**src/rtl/register_file.sv**
```systemverilog
// register_file: DEPTH x WIDTH register file with one write port, two registered
// read ports carrying per-entry valid flags, and a one-entry-per-cycle clear sweep.
module register_file #(
  parameter int unsigned WIDTH = 8,
  parameter int unsigned DEPTH = 8,
  parameter logic [WIDTH-1:0] RESET_VAL = '0,
  localparam int unsigned AW = $clog2(DEPTH)
) (
  input  logic             clk,
  input  logic             rst,
  input  logic             wr_en,
  input  logic [AW-1:0]    wr_addr,
  input  logic [WIDTH-1:0] in,
  input  logic             rd_en_a,
  input  logic [AW-1:0]    rd_addr_a,
  output logic [WIDTH-1:0] out_a,
  output logic             valid_a,
  input  logic             rd_en_b,
  input  logic [AW-1:0]    rd_addr_b,
  output logic [WIDTH-1:0] out_b,
  output logic             valid_b,
  input  logic             clr,
  output logic             busy
);

  typedef enum logic [0:0] {IDLE = 1'b0, CLEAR = 1'b1} state_t;

  localparam logic [AW:0]   DEPTH_C = (AW+1)'(DEPTH);
  localparam logic [AW-1:0] LAST_C  = AW'(DEPTH - 1);

  state_t           state_r, state_nx_s;
  logic [AW-1:0]    cnt_r, cnt_nx_s;
  logic             busy_r;
  logic [WIDTH-1:0] mem_r [DEPTH];
  logic             vld_r [DEPTH];
  logic [WIDTH-1:0] out_a_r, out_b_r, rd_a_data_s, rd_b_data_s;
  logic             valid_a_r, valid_b_r, rd_a_vld_s, rd_b_vld_s;
  logic             wr_acc_s, clear_s, a_rng_s, b_rng_s;

  // Write is accepted only when idle, not beaten by clr, and in range.
  assign wr_acc_s = wr_en && (state_r == IDLE) && !clr && ({1'b0, wr_addr} < DEPTH_C);
  assign clear_s  = (state_r == CLEAR);
  assign a_rng_s  = ({1'b0, rd_addr_a} < DEPTH_C);
  assign b_rng_s  = ({1'b0, rd_addr_b} < DEPTH_C);

  // Sweep FSM next-state and counter sequencing.
  always_comb begin
    state_nx_s = state_r;
    cnt_nx_s   = cnt_r;
    case (state_r)
      IDLE: begin
        cnt_nx_s = '0;
        if (clr) begin
          state_nx_s = CLEAR;
        end else begin
          state_nx_s = IDLE;
        end
      end
      CLEAR: begin
        if (cnt_r == LAST_C) begin
          state_nx_s = IDLE;
          cnt_nx_s   = '0;
        end else begin
          state_nx_s = CLEAR;
          cnt_nx_s   = cnt_r + AW'(1'b1);
        end
      end
      default: begin
        state_nx_s = IDLE;
        cnt_nx_s   = '0;
      end
    endcase
  end

  // FSM state, sweep counter and busy flag registers.
  always_ff @(posedge clk or negedge rst) begin
    if (!rst) begin
      state_r <= IDLE;
      cnt_r   <= '0;
      busy_r  <= 1'b0;
    end else begin
      state_r <= state_nx_s;
      cnt_r   <= cnt_nx_s;
      busy_r  <= (state_nx_s == CLEAR);
    end
  end

  // Storage: sweep clears one entry per cycle, otherwise accepted writes land.
  always_ff @(posedge clk or negedge rst) begin
    if (!rst) begin
      for (int unsigned i = 0; i < DEPTH; i++) begin
        mem_r[i] <= RESET_VAL;
        vld_r[i] <= 1'b0;
      end
    end else if (clear_s) begin
      mem_r[cnt_r] <= RESET_VAL;
      vld_r[cnt_r] <= 1'b0;
    end else if (wr_acc_s) begin
      mem_r[wr_addr] <= in;
      vld_r[wr_addr] <= 1'b1;
    end
  end

  // Read data selection: out-of-range reads zero, same-address write bypasses.
  always_comb begin
    rd_a_data_s = '0;
    rd_a_vld_s  = 1'b0;
    if (!a_rng_s) begin
      rd_a_data_s = '0;
      rd_a_vld_s  = 1'b0;
    end else if (wr_acc_s && (wr_addr == rd_addr_a)) begin
      rd_a_data_s = in;
      rd_a_vld_s  = 1'b1;
    end else begin
      rd_a_data_s = mem_r[rd_addr_a];
      rd_a_vld_s  = vld_r[rd_addr_a];
    end
  end

  // Port B mirror of the port A selection.
  always_comb begin
    rd_b_data_s = '0;
    rd_b_vld_s  = 1'b0;
    if (!b_rng_s) begin
      rd_b_data_s = '0;
      rd_b_vld_s  = 1'b0;
    end else if (wr_acc_s && (wr_addr == rd_addr_b)) begin
      rd_b_data_s = in;
      rd_b_vld_s  = 1'b1;
    end else begin
      rd_b_data_s = mem_r[rd_addr_b];
      rd_b_vld_s  = vld_r[rd_addr_b];
    end
  end

  // Registered read ports; they hold while their strobe is low.
  always_ff @(posedge clk or negedge rst) begin
    if (!rst) begin
      out_a_r   <= '0;
      valid_a_r <= 1'b0;
      out_b_r   <= '0;
      valid_b_r <= 1'b0;
    end else begin
      if (rd_en_a) begin
        out_a_r   <= rd_a_data_s;
        valid_a_r <= rd_a_vld_s;
      end
      if (rd_en_b) begin
        out_b_r   <= rd_b_data_s;
        valid_b_r <= rd_b_vld_s;
      end
    end
  end

  assign out_a   = out_a_r;
  assign valid_a = valid_a_r;
  assign out_b   = out_b_r;
  assign valid_b = valid_b_r;
  assign busy    = busy_r;

endmodule
```
**config.mk**
```make
export PLATFORM = sky130hd
export DESIGN_NAME = register_file
export DESIGN_NICKNAME = d
export VERILOG_FILES = /design/src/rtl/register_file.sv
export SDC_FILE = /design/constraint.sdc
export NUM_CORES = 1
export LEC_CHECK = 0
export CELL_PAD_IN_SITES_DETAIL_PLACEMENT = 0
export CELL_PAD_IN_SITES_GLOBAL_PLACEMENT = 1
export CORE_UTILIZATION = 50
export DETAILED_ROUTE_END_ITERATION = 10
export PLACE_DENSITY = 0.9
export SYNTH_ARGS = -nofsm -noshare
export SYNTH_HDL_FRONTEND = slang
export SYNTH_SLANG_ARGS = --single-unit
export TNS_END_PERCENT = 20
```
**constraint.sdc**
```tcl
create_clock -name clk -period 5.69 [get_ports clk]
set_input_delay 0.569 -clock clk [delete_from_list [all_inputs] [get_ports clk]]
set_output_delay 0.569 -clock clk [all_outputs]
set_load 0.05 [all_outputs]
```
==> Word-level counts from Yosys, hierarchy flattened <==
Cells that the tools add are included.
{ "totals": {"register_bits": 94, "in_bits": 23, "out_inout_bits": 19, "word_cells": 84} }
{ "op_classes": {"add_sub_neg": 1, "order_cmp": 6, "n_eq_ne": 3, "n_mux": 34, "bitwise": 10, "n_reduce_logical": 8} }
{ "ops": {"columns": ["cell", "n"], "rows": [
  ["two-way mux 64 bit", 2],
  ["two-way mux 8 bit", 10],
  ["AND 64 bit", 1],
  ["bitwise mux 64 bit", 1],
  ["inverter 64 bit", 1],
  ["binary-select mux 8 bit (select 3 bit)", 2],
  ["demux 8 bit (select 3 bit)", 2],
  ["greater-or-equal comparator 4 bit (second input constant)", 4],
  ["inverter 3 -> 4 bit", 4],
  ["two-way mux 1 bit", 10],
  ["AND 8 bit", 1],
  ["less-than comparator 4 x 1 -> 1 bit (second input constant)", 2],
  ["inverter 8 bit", 1],
  ["OR 8 bit", 1],
  ["binary-select mux 1 bit (select 3 bit)", 2],
  ["demux 1 bit (select 3 bit)", 2],
  ["equality test 3 bit", 2],
  ["logical AND 1 bit", 6],
  ["one-hot mux 3 bit (2 select lines)", 1],
  ["adder 3 x 1 -> 3 bit (second input constant)", 1],
  ["equality test 3 bit (second input constant)", 1],
  ["two-way mux 3 bit", 1],
  ["one-hot mux 1 bit (2 select lines)", 1],
  ["nonzero test 2 bit", 1],
  ["other kinds (2)", 2]
]} }

==> Longest topological paths before layout <==
{ "logic_depth": {"ltp_word": 8, "mapped_depth": 6} }

==> Worst setup path before layout <==
No wires, ideal clock.
{ "synth_path": {"path_type": "input -> register", "from": "input port rd_addr_b[1]", "to": "register out_b_r[6], in the netlist out_b[6]", "t_arrival_ns": 2.097, "path_slack_ns": 3.467, "cell_stages": 6, "n_path_buf": 2, "path_cell_list": "buf_2 buf_2 mux4_2 mux2i_1 nor2_1 a221o_1"} }
{ "synth_via": {"elab_chain_cells": 5, "word_cells_on_any_way": 7, "classes_between": "eq/ne: 1; mux: 4; bitwise: 1; reduce/logical: 1"} }
{ "synth_lines": {"columns": ["item", "line", "text"], "rows": [
  ["from (decl)", "19", "input logic [AW-1:0] rd_addr_b,"],
  ["inverter 3 -> 4 bit (not written as such)", "131", "rd_b_data_s = mem_r[rd_addr_b];"],
  ["binary-select mux 8 bit (select 3 bit)", "131", null],
  ["two-way mux 8 bit (not written as such) (2 in series)", "131", null],
  ["two-way mux 8 bit *", "127", "end else if (wr_acc_s && (wr_addr == rd_addr_b)) begin"],
  ["to (signal assigned)", "149", "out_b_r <= rd_b_data_s;"],
  ["to (decl)", "36", "logic [WIDTH-1:0] out_a_r, out_b_r, rd_a_data_s, rd_b_data_s;"]
]} }
Mark *: on every way between the ends. The rest lies on a longest branch, timed or not. The select of a mux whose other input is x is not followed.
A chain may end at the register's enable or synchronous reset.

==> Final worst setup path <==
{ "layout_path": {"from": "input port rd_addr_b[0]", "to": "register out_b_r[5], in the netlist out_b[5]"} }
The elaborated chain is that of the path after synthesis.

==> flow_summary.yaml <==
power_and_ir_drop:
  peakVddDrop_mv: 0.210
  p_sw_w: 0.000758
  pwr_density_cell_mw_per_mm2: 369
  swShare_pct: 37.1
  p_int_w: 0.00128
  p_leak_nw: 2.40
  pwr-share-clk_pct: 21.3
  seqPwrFrac_pct: 46.6
  comb_power_share_pct: 32.0
final_layout:
  nets: 484
  multi_input_area_mm2: 0.00232
  syn2layout_area_growth_pct: 14.9
  final_cell_mix: "dfrtp_1, o21ai_0, nand3_1, nand2_1, clkdlybuf4s50_1"
  layout-drive-gt1-share_pct: 14.4
  fin_util_pct: 59.6
  fillers: 814
  instances_no_fill: 593
  seqCellArea_mm2: 0.00235
  diodes: 0
  mostFrequentLayoutCell: "dfrtp_1"
drt:
  drc: 0
  ant_nets: 0
  vias: 3715
  vias_per_cell: 6.26
  finalWirelength_mm: 12.5
  wl_per_cell_um: 21.1
  dr.pass1.iters: 5
  drt_iter0_drc: 215
floorplanning:
  die_x_um: 100
  start_util_pct: 51.9
  core-area_mm2: 0.00928
  rows: 35
  ios: 42
  die_area_mm2: 0.0100
  die_h_um: 100
worst_hold_path:
  worstHoldPathType: "input port to async pin"
global_routing:
  grt_pass1_wl_mm: 20.3
  grt.total_usage_pct: 27.5
  grt.overflow.total: 0
  antenna_found_initial: 0
  grt_pass1_vias: 3754
  grt_max_degree: 57
worst_setup_path:
  worst-r2r-setup-slack_ns: 3.36
  max_stage_delay_ns: 0.92
  critPathMaxFanout: 11
  critical-path-top-delay-family: "buffers and inverters"
  worstPathArrival_ns: 2.69
  crit_slowest_cell: "clkdlybuf4s50_1"
  critPathCaptureType: "flip-flop"
  critPathBufInv: 1
  worst-setup-path-type: "input port to flip-flop"
  cp.required_ns: 5.94
  worstPathCellList: "clkdlybuf4s50_1, xor2_1, o41ai_4, nor2_1, a221o_1"
  cp-start-kind: "input port"
synthesis:
  ys_warn_count: 0
  syn-cell-area_mm2: 0.00482
  synth_cell_types: 28
  syn_inst: 423
  seq_area_frac_synth_pct: 48.8
  synth_nets: 448
  synth-seq-cells: 94
  avgSynthCellArea_um2: 11.4
sta:
  setup_tns_ns: 0
  rsz0062_at_grt: "no"
  post-route-period-util_pct: 42.9
  min_period_ns: 2.44
  slew_violations: 0
  max_slew_margin_pct: 52.0
  setup_viol: 0
  final-hold-violation-count: 0
  worst_slew_pin_slew_ns: 0.720
  fmax_mhz: 410
  clock_skew_ns: 0.0122
flow_run:
  max_cap_violations: 0
clock_tree:
  clk_latency_ns: 0.36
  ctsHoldBuffers: 0
  tritoncts: "yes"
  h-tree-depth: 3
  post_cts.repair.setup_buffers: 0
  clk_path_buf_depth: 2
  cts_buffers: 9
  cts-root-buf: "clkbuf_8"
  cts.sinks: 94
  cts_resized: 0
  clkTransAtPathRegs_ns: 0.10
placed_design:
  dp.cells: 577
  port_buffers: 41
  place.gp.congestion: 0.827
  dp_hpwl_mm: 8.59
run_status:
  outcome: "completed"
-- final timing paths --
kind	depth (start not counted)	from	end
worst max-delay path	5	rd_addr_b[0]	out_b[5]
worst min-delay path	1	rst	cnt_r[2]
worst max register to register	4	busy	out_b[5]
worst min register to register	1	valid_b	valid_b
max in group asynchronous	2	rst	out_a[5]
min in group clk	1	valid_b	valid_b
-- routing by layer --
| metal | up-vias | track usage [%] | part of all wire (%) |
|---|---|---|---|
| li1 | 1643 | - | - |
| met1 | 1890 | 37.1 | 41 |
| met2 | 148 | 42.9 | 49 |
| met3 | 34 | 5.50 | 6.2 |
| met4 | 0 | 13.6 | 4.0 |
| met5 | - | 0 | 0 |
-- stage by stage --
step / instance area (µm²) / hold WS [ns] / worst slack, ns / total power, W
6_report: 5540 / 0.152 / 3.25 / 0.00204
4_1_cts: 5540 / 0.171 / 3.28 / 0.00205
5_1_grt: 5540 / 0.185 / 3.15 / 0.00216
2_1_floorplan: 4820 / 0.273 / 3.47 / 0.00138
3_3_place_gp: 5340 / 0.472 / 2.95 / 0.00159
3_5_place_dp: 5340 / 0.491 / 2.89 / 0.00162
-- cell usage after synthesis --
master | count | area, µm²
a21o_1 | 2 | 15.0
a21oi_1 | 1 | 5.00
a221o_1 | 16 | 160
and2_1 | 2 | 12.5
buf_2 | 9 | 45.0
clkbuf_1 | 14 | 52.6
clkinv_1 | 2 | 7.51
dfrtp_1 | 94 | 2350
ha_1 | 2 | 25.0
inv_1 | 9 | 33.8
mux2i_1 | 16 | 160
mux4_2 | 36 | 811
nand2_1 | 51 | 191
nand2b_1 | 1 | 6.26
nand3_1 | 58 | 290
nand4_1 | 1 | 6.26
nor2_1 | 20 | 75.1
nor2_4 | 2 | 22.5
nor2b_1 | 7 | 43.8
nor3_1 | 2 | 10.0
nor3b_2 | 1 | 12.5
o21ai_0 | 64 | 320
o22a_1 | 1 | 8.76
o32a_1 | 1 | 10.0
o41ai_4 | 2 | 55.1
or3b_1 | 1 | 8.76
or4_4 | 2 | 22.5
xor2_1 | 6 | 52.6
-- final cells by class --
type                       instances  share of cell area (%)
sequential                        94                    42.5
multi-input combinational        295                    42.0
tap                              129                    2.92
clock inverter                     4                   0.542
clock buffer                      12                    2.98
timing repair buffer              48                    8.32
inverter                          11                   0.746
-- power by group through the flow --
| stage | clock network, W | logic, W | registers (W) |
|---|---|---|---|
| after global placement | 0 | 0.000643 | 0.000950 |
| after floorplan | 0 | 0.000359 | 0.00102 |
| after detailed placement | 0 | 0.000656 | 0.000964 |
| after CTS | 0.000443 | 0.000657 | 0.000951 |
| after global routing | 0.000465 | 0.000718 | 0.000975 |
| final | 0.000435 | 0.000654 | 0.000952 |
-- sequential cells by signal, indices dropped and copies added, names as in the netlist --
| name | cells |
|---|---|
| valid_b | 1 |
| busy | 1 |
| cnt_r | 3 |
| valid_a | 1 |
| vld_r | 8 |
| mem_r | 64 |
| out_b | 8 |
| out_a | 8 |
-- cells by family (layout without fill, tap and decap cells) --
family,Yosys count,count (layout),synth area share [%]
compound gates,87,87,11.9
fa+ha+maj,2,2,0.520
xor+xnor,6,6,1.09
simple gates,148,148,14.6
buf+inv,34,75,2.88
mux,52,52,20.2
flops,94,94,48.8
(Power assumes the default switching activity.)
